## src/rtl/addr_range_matcher.sv

```systemverilog
// Address range matcher: NUM_WIN programmable windows flag hits on a sniffed bus address, with per-window hit counters.
// Latency 2 cycles from valid/B to hit/hit_vec at one address per cycle; no backpressure, and config writes never stall the pipe.
module addr_range_matcher #(
    parameter int WIDTH     = 32,
    parameter int NUM_WIN   = 4,
    parameter int CNT_WIDTH = 16,
    parameter int SEL_W     = 4
) (
    input  logic                 clk,
    input  logic                 reset,
    input  logic                 cfg_we,
    input  logic [SEL_W-1:0]     cfg_sel,
    input  logic [WIDTH-1:0]     cfg_lo,
    input  logic [WIDTH-1:0]     cfg_hi,
    input  logic [1:0]           cfg_mode,
    input  logic                 valid,
    input  logic [WIDTH-1:0]     B,
    output logic                 hit,
    output logic [NUM_WIN-1:0]   hit_vec,
    input  logic [SEL_W-1:0]     cnt_sel,
    input  logic                 cnt_clr,
    output logic [CNT_WIDTH-1:0] cnt_out
);

    localparam logic [1:0] MODE_INSIDE  = 2'b01;
    localparam logic [1:0] MODE_OUTSIDE = 2'b10;

    logic [WIDTH-1:0]     r_lo   [NUM_WIN];
    logic [WIDTH-1:0]     r_hi   [NUM_WIN];
    logic [1:0]           r_mode [NUM_WIN];
    logic [CNT_WIDTH-1:0] r_cnt  [NUM_WIN];
    logic [NUM_WIN-1:0]   r_s1_match;

    logic [NUM_WIN-1:0]   w_cfg_wr;
    logic [NUM_WIN-1:0]   w_match;
    logic [CNT_WIDTH-1:0] w_cnt_sel_val;

    // Out-of-range selects simply decode to no window, which drops the write.
    always_comb begin
        w_cfg_wr = '0;
        for (int i = 0; i < NUM_WIN; i++) begin
            w_cfg_wr[i] = cfg_we && (cfg_sel == SEL_W'(i));
        end
    end

    // lo > hi needs no special case: the inside test can never pass, so outside always does.
    always_comb begin
        w_match = '0;
        for (int i = 0; i < NUM_WIN; i++) begin
            case (r_mode[i])
                MODE_INSIDE:  w_match[i] = (B >= r_lo[i]) && (B <= r_hi[i]);
                MODE_OUTSIDE: w_match[i] = (B < r_lo[i]) || (B > r_hi[i]);
                default:      w_match[i] = 1'b0;
            endcase
        end
    end

    always_comb begin
        w_cnt_sel_val = '0;
        for (int i = 0; i < NUM_WIN; i++) begin
            if (cnt_sel == SEL_W'(i)) begin
                w_cnt_sel_val = r_cnt[i];
            end
        end
    end

    // Window registers update on the same edge that samples B, so that address sees the old values.
    always_ff @(posedge clk or negedge reset) begin
        if (!reset) begin
            for (int i = 0; i < NUM_WIN; i++) begin
                r_lo[i]   <= '1;
                r_hi[i]   <= '1;
                r_mode[i] <= 2'b00;
            end
        end else begin
            for (int i = 0; i < NUM_WIN; i++) begin
                if (w_cfg_wr[i]) begin
                    r_lo[i]   <= cfg_lo;
                    r_hi[i]   <= cfg_hi;
                    r_mode[i] <= cfg_mode;
                end
            end
        end
    end

    always_ff @(posedge clk or negedge reset) begin
        if (!reset) begin
            r_s1_match <= '0;
            hit_vec    <= '0;
            hit        <= 1'b0;
        end else begin
            r_s1_match <= valid ? w_match : '0;
            hit_vec    <= r_s1_match;
            hit        <= |r_s1_match;
        end
    end

    // Clear takes priority over a coincident increment.
    always_ff @(posedge clk or negedge reset) begin
        if (!reset) begin
            for (int i = 0; i < NUM_WIN; i++) begin
                r_cnt[i] <= '0;
            end
            cnt_out <= '0;
        end else begin
            for (int i = 0; i < NUM_WIN; i++) begin
                if (cnt_clr) begin
                    r_cnt[i] <= '0;
                end else if (hit_vec[i] && (r_cnt[i] != '1)) begin
                    r_cnt[i] <= r_cnt[i] + CNT_WIDTH'(1);
                end
            end
            cnt_out <= w_cnt_sel_val;
        end
    end

endmodule

```

## config.mk

```make
export PLATFORM = sky130hd
export DESIGN_NAME = addr_range_matcher
export DESIGN_NICKNAME = d
export VERILOG_FILES = /design/src/rtl/addr_range_matcher.sv
export SDC_FILE = /design/constraint.sdc
export NUM_CORES = 1
export LEC_CHECK = 0
export BUFFER_PORTS_ARGS = -buffer_cell sky130_fd_sc_hd__buf_2
export CELL_PAD_IN_SITES_DETAIL_PLACEMENT = 1
export CELL_PAD_IN_SITES_GLOBAL_PLACEMENT = 1
export CORE_MARGIN = 2
export CORE_UTILIZATION = 42
export CTS_BUF_LIST = sky130_fd_sc_hd__clkbuf_4 sky130_fd_sc_hd__clkbuf_8
export CTS_CLUSTER_SIZE = 40
export DETAILED_ROUTE_END_ITERATION = 10
export GPL_ROUTABILITY_DRIVEN = 0
export PLACE_DENSITY = 0.72
export SKIP_CTS_REPAIR_TIMING = 1
export SKIP_LAST_GASP = 1
export SLEW_MARGIN = 20
export SYNTH_ARGS = -nofsm -noshare
export SYNTH_HDL_FRONTEND = slang
export SYNTH_SLANG_ARGS = --single-unit
```

## constraint.sdc

```tcl
create_clock -name clk -period 2.6 [get_ports clk]
set_clock_uncertainty 0.15 [all_clocks]
set_input_delay 0.52 -clock clk [delete_from_list [all_inputs] [get_ports clk]]
set_output_delay 0.52 -clock clk [all_outputs]
set_load 0.01 [all_outputs]
```

==> metrics.txt, run 1 <==
status finished, violations left; failing checks setup timing; kind of critical path register to register; Finish-stage setup viols 3; All-Layer GR Usage 0.252; Total Wirelength 66000 um; global-route wire length before repair 100000 um; core area 49100 um^2; I/O Buffers 131; Via density 5.44; Crit path buffers/inverters 2; Final Max Slew Viols 0; final net count 2805; die area 51600 um^2; Worst-Margin Slew 645 ps; nature of the critical path startpoint register; critical-path maximum fanout 2; CP Depth 8; Starting Density 0.426; Final ANT Viol Nets 0; cell area power density 730 nW/um^2; initial antenna violation count 2; Clk Tree Root Cell clkbuf_8; Area contributors post-synth dfstp_2 (32%), ha_1 (16%), dfrtp_1 (12%); Max-slew headroom 0.570; syn_nets 2450; Worst R2R Path Depth 8; clk slew on worst S/H paths 60 ps; layout cells sized above 1 0.369; clock sinks 353; largest net degree at the start of global routing 69; synthesized area 20900 um^2; share of the synthesized area in the top cell type 0.322; crit-path cells inv_1 -> ha_1 -> nand4_1 -> buf_4 -> a2111o_1 -> a31oi_1 -> o21ai_1 -> a2111oi_4; first drt pass iteration count 5; Post-synth EDFFs 0; Post-DP Area 23500 um^2; Worst path max stage delay 520 ps; Slowest-stage cell, CP dfstp_2; Skew-Pair Late Insertion Delay 650 ps; 1st-iter DRT viols 739; dpl cells 2963; H-Tree Depth 3; Hold Path Stages 3; Min Clock Period, post-route 2660 ps; Die H 227 um; WL/cell 21.0 um; total gr overflow 0; pre-CTS setup slack -376 ps; Synth area leader dfstp_2; Die Wd 227 um; Max Freq 0.375 GHz; critical path required time 2980 ps; RSZ-0062 raised after global routing yes; count leader, synth inv_1; Area Growth Syn to Fin 25.4%; synth warn 0; post-route insts no fill 3143; final setup TNS -125 ps; max-cap viol count 0; CTS Buf Count 68; share of synthesized registers carrying an async set or reset 1.00; maximum vdd drop 0.000478 V; post-DP HPWL 48000 um; Vias 17.1k; register area share after synthesis 0.438; Leak 12.0 nW; vias in the first global route 18.1k; Longest Clk Path Bufs 3; Top Ports 132; Avg Cell Area, Syn 10.1 um^2; Hold WC Path Type primary input to register; row cnt 81; Data arrival, critical path 3040 ps; Netlist cell types 64; Most used DFF post-synth dfstp_2; cells after synthesis 2071; cell family with most CP delay compound AO/OA/AOI/OAI gates; Setup WS post-layout -63.3 ps; Final Hold Viols 0; Final Cell Area 26200 um^2; DRC 0; CTS tree yes; fin crit share 1.02; synthesized flop and latch total 353; Commonest cells post-synth inv_1 (271), ha_1 (268), dfstp_2 (256); CP endpoint kind register
## metrics by stage
step	hold slack (ps)	util	power [mW]
2_1_floorplan	74.4	-	10.5
5_1_grt	1.42	0.534	20.3
4_1_cts	-315	0.509	18.7
3_3_place_gp	271	0.479	12.2
3_5_place_dp	265	0.479	12.6
6_report	1.83	0.534	19.1
## worst paths after layout
kind                                from             to  slack (ps)
min reg2reg                r_s1_match[2]     hit_vec[2]         280
max in group asynchronous          reset       r_hi[20]        1180
min in group asynchronous          reset      r_cnt[41]         290
max reg2reg                    r_hi[105]  r_s1_match[0]         -60
min                           cfg_lo[30]       r_lo[94]           2
max                            r_hi[105]  r_s1_match[0]         -60
## layout make-up
cell class	count	area, um^2
antenna	2	5.00
clock buffer	104	1270
clock inverter	17	174
fill	5506	22800
inverter	271	1020
multi-input combinational	1391	11200
sequential	353	9150
tap	664	831
timing repair buffer	341	2540
## sequential cells by signal (all words and copies together) (netlist names)
signal	count
r_hi	128
r_lo	128
r_cnt	64
cnt_out	16
r_mode	8
hit_vec	4
r_s1_match	4
hit	1
## layer usage
metal  vias up  global-route usage  wire [um]
li1       7977                   -          -
met1      8657               0.314      28500
met2       323               0.434      33000
met3       148              0.0427       2180
met4         0               0.107       2280
met5         -                   0          0
## report_power, final
group	switching [mW]	internal [mW]	total (mW)	leakage, nW
clock	2.53	3.41	5.95	0.763
combinational	3.07	2.49	5.56	7.17
sequential	0.464	7.17	7.63	4.02
total	6.07	13.1	19.1	12.0
## worst reg2reg max path, delay by kind of cell, from the launching register on
family,cells,cell delay [ps]
flip-flops,1,520
adder cells (fa/ha/maj),1,320
AND/OR/NAND/NOR,1,280
AO/OA/AOI/OAI,4,980
buffers and inverters,2,310
## cell usage in the layout (no fill, tap or decap), drive strengths merged, types with 5 or more instances in the layout
master and n:
buf 288, inv 272, ha 268, dfstp 256
nand2 220, o21ai 177, mux2 136, a21oi 111
clkbuf 104, dfrtp 97, nor2 79, nand4 71
dlygate4sd3 53, nand3 51, xor2 35, and4 23
mux2i 20, a221oi 19, nor3 19, xnor2 16
a31oi 13, and3 12, a22oi 11, nor4 11
nor2b 9, clkinv 9, nand2b 8, o211ai 8
a221o 6, or3 5, a2111oi 5, nor4b 5
## kinds of logic (layout without fill, tap and decap cells)
family / count (synthesis) / in the layout / share of synthesized area
buffers and inverters: 327 / 733 / 0.0591
multiplexers: 156 / 156 / 0.0829
XOR/XNOR: 51 / 51 / 0.0214
AND/OR/NAND/NOR: 525 / 525 / 0.126
other: 0 / 2 / 0
AO/OA/AOI/OAI: 391 / 391 / 0.112
flip-flops: 353 / 353 / 0.438
adder cells (fa/ha/maj): 268 / 268 / 0.160
No activity file was read; power rests on OpenSTA's default activity.
==> inputs of run 2 (changes only) <==
- GPL_TIMING_DRIVEN: default -> 0
==> run 2 against run 1 <==
  * The run ends with hold timing, setup timing left
  * Die area unchanged
  * Via count shrank 1.7%
  * Worst hold slack worse by 6.5 ps
  * Clock-buffer cell count increased by 3
  * Wire length rose by 0.35%
  * Total power down 1.7%
  * Worst setup slack got worse by 300 ps
  * Combinational power down 11%
  * Sequential share of layout area is 1.3 points higher
  * First-iteration DRC count up 6.8%
  * Global-route usage increased by 0.43 points
  * Largest cell class unchanged
  * Critical path depth rose by 1
==> metrics.txt, run 2 (same netlist as run 1, synthesis figures left out) <==
Die H 227 um (unchanged); Slowest-stage cell, CP dfstp_2; die area 51600 um^2 (unchanged); Largest regs r_hi x128, r_lo x128, r_cnt x64; Hold Path Stages 3 (unchanged); critical-path maximum fanout 3 (+1); critical path required time 2950 ps (-30 ps); Final ANT Viol Nets 0 (unchanged); nature of the critical path startpoint register; Clk Tree Root Cell clkbuf_8; CTS Buf Count 68 (unchanged); Die Wd 227 um (unchanged); Hold WS -4.62 ps (-6.45 ps); vias in the first global route 18.1k (-0.50%); Finish-stage setup viols 3 (unchanged); maximum vdd drop 0.000412 V (-14%); total gr overflow 0 (unchanged); final net count 2712 (-3.3%); pre-CTS setup slack -1350 ps (-974 ps); initial antenna violation count 4 (+2); Leak 11.4 nW (-4.7%); core area 49100 um^2 (unchanged); largest net degree at the start of global routing 100 (+45%); Final Hold Viols 2 (+2); 1st-iter DRT viols 789 (+6.8%); layout cells sized above 1 0.321 (-0.0474); Starting Density 0.426 (unchanged); All-Layer GR Usage 0.257 (+0.00431); Skew-Pair Late Insertion Delay 650 ps (about the same); Max Freq 0.338 GHz (-10%); Worst path max stage delay 530 ps (about the same); RSZ-0062 raised after global routing yes; global-route wire length before repair 101000 um (+0.52%); post-DP HPWL 48500 um (+1.1%); max-cap viol count 0 (unchanged); CP endpoint kind register; Crit path buffers/inverters 2 (unchanged); Setup WS post-layout -361 ps (-298 ps); H-Tree Depth 3 (unchanged); Worst-Margin Slew 1080 ps (+433 ps); row cnt 81 (unchanged); clk slew on worst S/H paths 60 ps (about the same); Total Wirelength 66200 um (+0.35%); CTS tree yes; Longest Clk Path Bufs 3 (unchanged); first drt pass iteration count 5 (unchanged); Worst R2R Path Depth 9 (+1); Final Core Density 0.515 (-0.0191); WL/cell 21.7 um (+3.4%); CP Depth 9 (+1); clock sinks 353 (unchanged); Final Max Slew Viols 0 (unchanged); Vias 16.8k (-1.7%); failing checks hold timing, setup timing; Pwr Total 18.8 mW (-1.7%); Top Ports 132 (unchanged); Area Growth Syn to Fin 20.9%; most common cell after layout, fill and taps aside inv_1; Min Clock Period, post-route 2960 ps (+298 ps); kind of critical path register to register; cell area power density 745 nW/um^2 (+2.0%); Hold WC Path Type primary input to register; fin crit share 1.14 (+0.115); Max-slew headroom 0.281 (-0.289); status finished, violations left; I/O Buffers 129 (-1.5%); cell family with most CP delay simple AND/OR/NAND/NOR gates; most frequent cells in the layout inv_1 (268), dfstp_2 (256), ha_1 (249), nand2_1 (219), o21ai_0 (171); Data arrival, critical path 3320 ps (+280 ps); DRC 0 (unchanged); crit-path cells inv_1 -> ha_1 -> nand4_1 -> nor4_4 -> buf_4 -> nand3b_1 -> a31oi_4 -> o21ba_4 -> a2111oi_4; Via density 5.51 (+1.3%)
==> run 2: cell count changes in the layout (fill, tap and decap cells not counted), moves of 6 or more <==
| cell | change |
|---|---|
| a221oi_1 | +9 |
| clkbuf_4 | -7 |
| clkbuf_1 | +44 |
| dlygate4sd3_1 | -16 |
| inv_2 | -6 |
| buf_12 | -12 |
| a221oi_2 | -8 |
| clkbuf_8 | +10 |
| inv_1 | +6 |
| buf_4 | -126 |
==> run 2: through the flow <==
step	area [um^2]	setup TNS (ps)	cells
after floorplan	20900	0	2071
after global placement	22400	-1613690	2864
after detailed placement	22500	-86250	2868
after CTS	24000	-3670	2990
after global routing	25300	-849	3050
final	25300	-636	3050
==> run 2: report_power, final <==
group | switching [mW] | total, mW | internal (mW)
Combinational | 2.83 | 4.95 | 2.12
Sequential | 0.449 | 7.61 | 7.16
Clock | 2.55 | 6.26 | 3.71
==> run 2: path summary, 6_finish.rpt <==
check | slack, ps | end | startpoint
max | -360 | r_s1_match[3] | r_hi[6]
min | -5 | r_hi[116] | cfg_hi[20]
max reg2reg | -360 | r_s1_match[3] | r_hi[6]
min reg2reg | 260 | hit_vec[3] | r_s1_match[3]
max in group asynchronous | 820 | r_hi[26] | reset
min in group asynchronous | 210 | r_cnt[39] | reset
==> run 2: tightest hold or removal path, cell delays in order <==
cell and delay, ps:
buf_2 140, nand2_1 60, o21ai_0 70
==> run 2: final cells by class <==
type                    instances  area, um^2
well taps                     664         831
diodes                          1        2.50
repair buffers                192        1330
inverters                     271        1020
clock buffers                 107        1350
multi-input cells            1391       11200
plain buffers                  56         219
clock inverters                15         188
fillers                      5507       23800
flip-flops and latches        353        9150
==> run 2: metal layers <==
layer  vias to the layer above  share of wire  GRT usage
li1                       7809              -          -
met1                      8510           0.43      0.316
met2                       334           0.50      0.439
met3                       154          0.035     0.0443
met4                         6          0.040      0.119
met5                         -        0.00069          0
==> inputs of run 3 (changes only) <==
- CTS_CLUSTER_DIAMETER: default -> 100
- GPL_TIMING_DRIVEN: 0 -> default
==> run 3 against run 2 <==
  * The flow still finishes with violations (hold timing, setup timing)
  * Largest power group unchanged
  * Flip-flop and latch count is the same
  * Via count shrank 0.63%
  * Highest routed layer is now met4
  * Die area is the same
  * Largest cell class unchanged
  * Cell count grew 0.20%
  * Utilization grew 0.30 points
==> metrics.txt, run 3 (same netlist as run 1, synthesis figures left out) <==
1st-iter DRT viols 668 (-15%); CTS Buf Count 19 (-72%); die area 51600 um^2 (unchanged); cell area power density 640 nW/um^2 (-14%); Max-slew headroom 0.575 (+0.294); Worst path max stage delay 540 ps (about the same); final setup TNS -119 ps (+517 ps); FF-to-FF setup slack -50 ps (+310 ps); core area 49100 um^2 (unchanged); Worst R2R Path Depth 8 (-1); CP endpoint kind register; CTS tree yes; Leak 11.4 nW (+0.43%); hold endpoint r_lo[123]; Skew-Pair Late Insertion Delay 660 ps (about the same); met2 Use GR 0.427 (-0.0111); Min Clock Period, post-route 2650 ps (-307 ps); Die Wd 227 um (unchanged); GR Util met1 0.311 (-0.00538); Largest regs r_hi x128, r_lo x128, r_cnt x64; RSZ-0062 raised after global routing yes; Clk Tree Root Cell clkbuf_8; All-Layer GR Usage 0.243 (-0.0140); final net count 2756 (+1.6%); status finished, violations left; Via density 5.47 (-0.83%); post-DP HPWL 48000 um (-1.1%); clk slew on worst S/H paths 210 ps (+150 ps); Setup WS post-layout -54.4 ps (+307 ps); sequential share of power 0.468 (+0.063); Pwr Total 16.3 mW (-14%); Hold WS -8.21 ps (-3.59 ps); layout cells sized above 1 0.354 (+0.0329); clock sinks 353 (unchanged); Psw 5.65 mW (-3.1%); nature of the critical path startpoint register; busiest grt layer met2; Hold Path Stages 3 (unchanged); post-route insts no fill 3056 (+0.20%); Vias 16.7k (-0.63%); global-route wire length before repair 97500 um (-3.3%); vias in the first global route 17.7k (-2.2%); Die H 227 um (unchanged); Starting Density 0.426 (unchanged); Global Route met3 Usage 0.0249 (-0.0194); Slowest-stage cell, CP dfstp_2; Worst-Margin Slew 638 ps (-441 ps); Max Freq 0.377 GHz (+12%); fin crit share 1.02 (-0.118); HP Start cfg_lo[27]; Final ANT Viol Nets 0 (unchanged); RR Startpoint r_hi[107]; Int Power 10.6 mW (-18%); dpl cells 2963 (+3.3%); most common cell after layout, fill and taps aside inv_1; first drt pass iteration count 7 (+2); total gr overflow 0 (unchanged); Critical R2R Capture r_s1_match[0]; Data arrival, critical path 3080 ps (-240 ps); Final Max Slew Viols 0 (unchanged); crit-path cells inv_1 -> ha_1 -> nand4_1 -> buf_4 -> a2111o_1 -> a31oi_2 -> o21ai_1 -> a2111oi_4; Hold WC Path Type primary input to register; maximum vdd drop 0.000522 V (+27%); failing checks hold timing, setup timing; most frequent cells in the layout inv_1 (257), dfstp_2 (256), ha_1 (239), nand2_1 (216), o21ai_0 (169); Area Growth Syn to Fin 21.6%; Logic pwr share 0.345 (+0.082); DRC 0 (unchanged); WL/cell 21.0 um (-3.3%); sw frac 0.347 (+0.0375); largest net degree at the start of global routing 69 (-31%); pre-CTS setup slack -376 ps (+974 ps); Clk pwr share 0.186 (-0.147); max-cap viol count 0 (unchanged); Final Hold Viols 1 (-1); critical path required time 3020 ps (+70 ps); Total Wirelength 64100 um (-3.1%); Finish-stage setup viols 3 (unchanged); kind of critical path register to register; H-Tree Depth 1 (-2); critical-path maximum fanout 2 (-1); row cnt 81 (unchanged); I/O Buffers 131 (+1.6%); Longest Clk Path Bufs 3 (unchanged); Top Ports 132 (unchanged); initial antenna violation count 3 (-1)
==> run 3: cell types whose count changed in the layout (fill, tap and decap cells not counted), sizes merged, moves of 2 or more <==
cell and change:
bufinv -3, buf +124, clkbuf -132, diode +2, dlygate4sd3 +14
==> run 3: cell type report <==
cell class              instances  area, um^2
diodes                          3        7.51
clock buffers                  20         269
inverters                     271        1020
clock inverters                13         221
well taps                     664         831
flip-flops and latches        353        9150
multi-input cells            1391       11400
fillers                      5516       23600
repair buffers                341        2540
==> run 3: per-layer routing <==
metal	vias up	routed length (um)
met4	0	2220
met3	114	1820
met5	-	0
met1	8511	27900
li1	7823	-
met2	259	32200
==> run 3: metrics by stage <==
step / util / hold slack, ps / area (um^2)
final: 0.518 / -8.21 / 25400
after detailed placement: 0.479 / 265 / 23500
after floorplan: - / 74.4 / 20900
after CTS: 0.489 / -343 / 24000
after global routing: 0.518 / 2.13 / 25400
after global placement: 0.479 / 271 / 23500
==> run 3: critical path: cells and delay by family (launching register included) <==
family	cells	cell delay, ps
AOI/OAI and AO/OA	4	1090
DFF	1	540
adders and majority gates	1	300
buffers and inverters	2	290
and+or+nand+nor	1	240
==> run 3: worst max path at each step <==
stage	from	end	slack, ps
3_3_place_gp	B[30]	r_s1_match[0]	-290
5_1_grt	r_lo[31]	r_s1_match[3]	-150
6_report	r_hi[107]	r_s1_match[0]	-50
3_5_place_dp	B[31]	r_s1_match[0]	-380
2_1_floorplan	r_hi[11]	r_s1_match[3]	270
4_1_cts	r_lo[126]	r_s1_match[0]	-220
==> run 3: power groups by stage <==
| stage | combinational, mW | sequential [mW] | clock (mW) |
|---|---|---|---|
| 5_1_grt | 6.28 | 7.74 | 3.33 |
| 6_report | 5.62 | 7.62 | 3.03 |
| 2_1_floorplan | 2.99 | 7.52 | 0 |
| 3_5_place_dp | 4.94 | 7.69 | 0 |
| 3_3_place_gp | 4.59 | 7.62 | 0 |
| 4_1_cts | 4.98 | 7.60 | 3.17 |
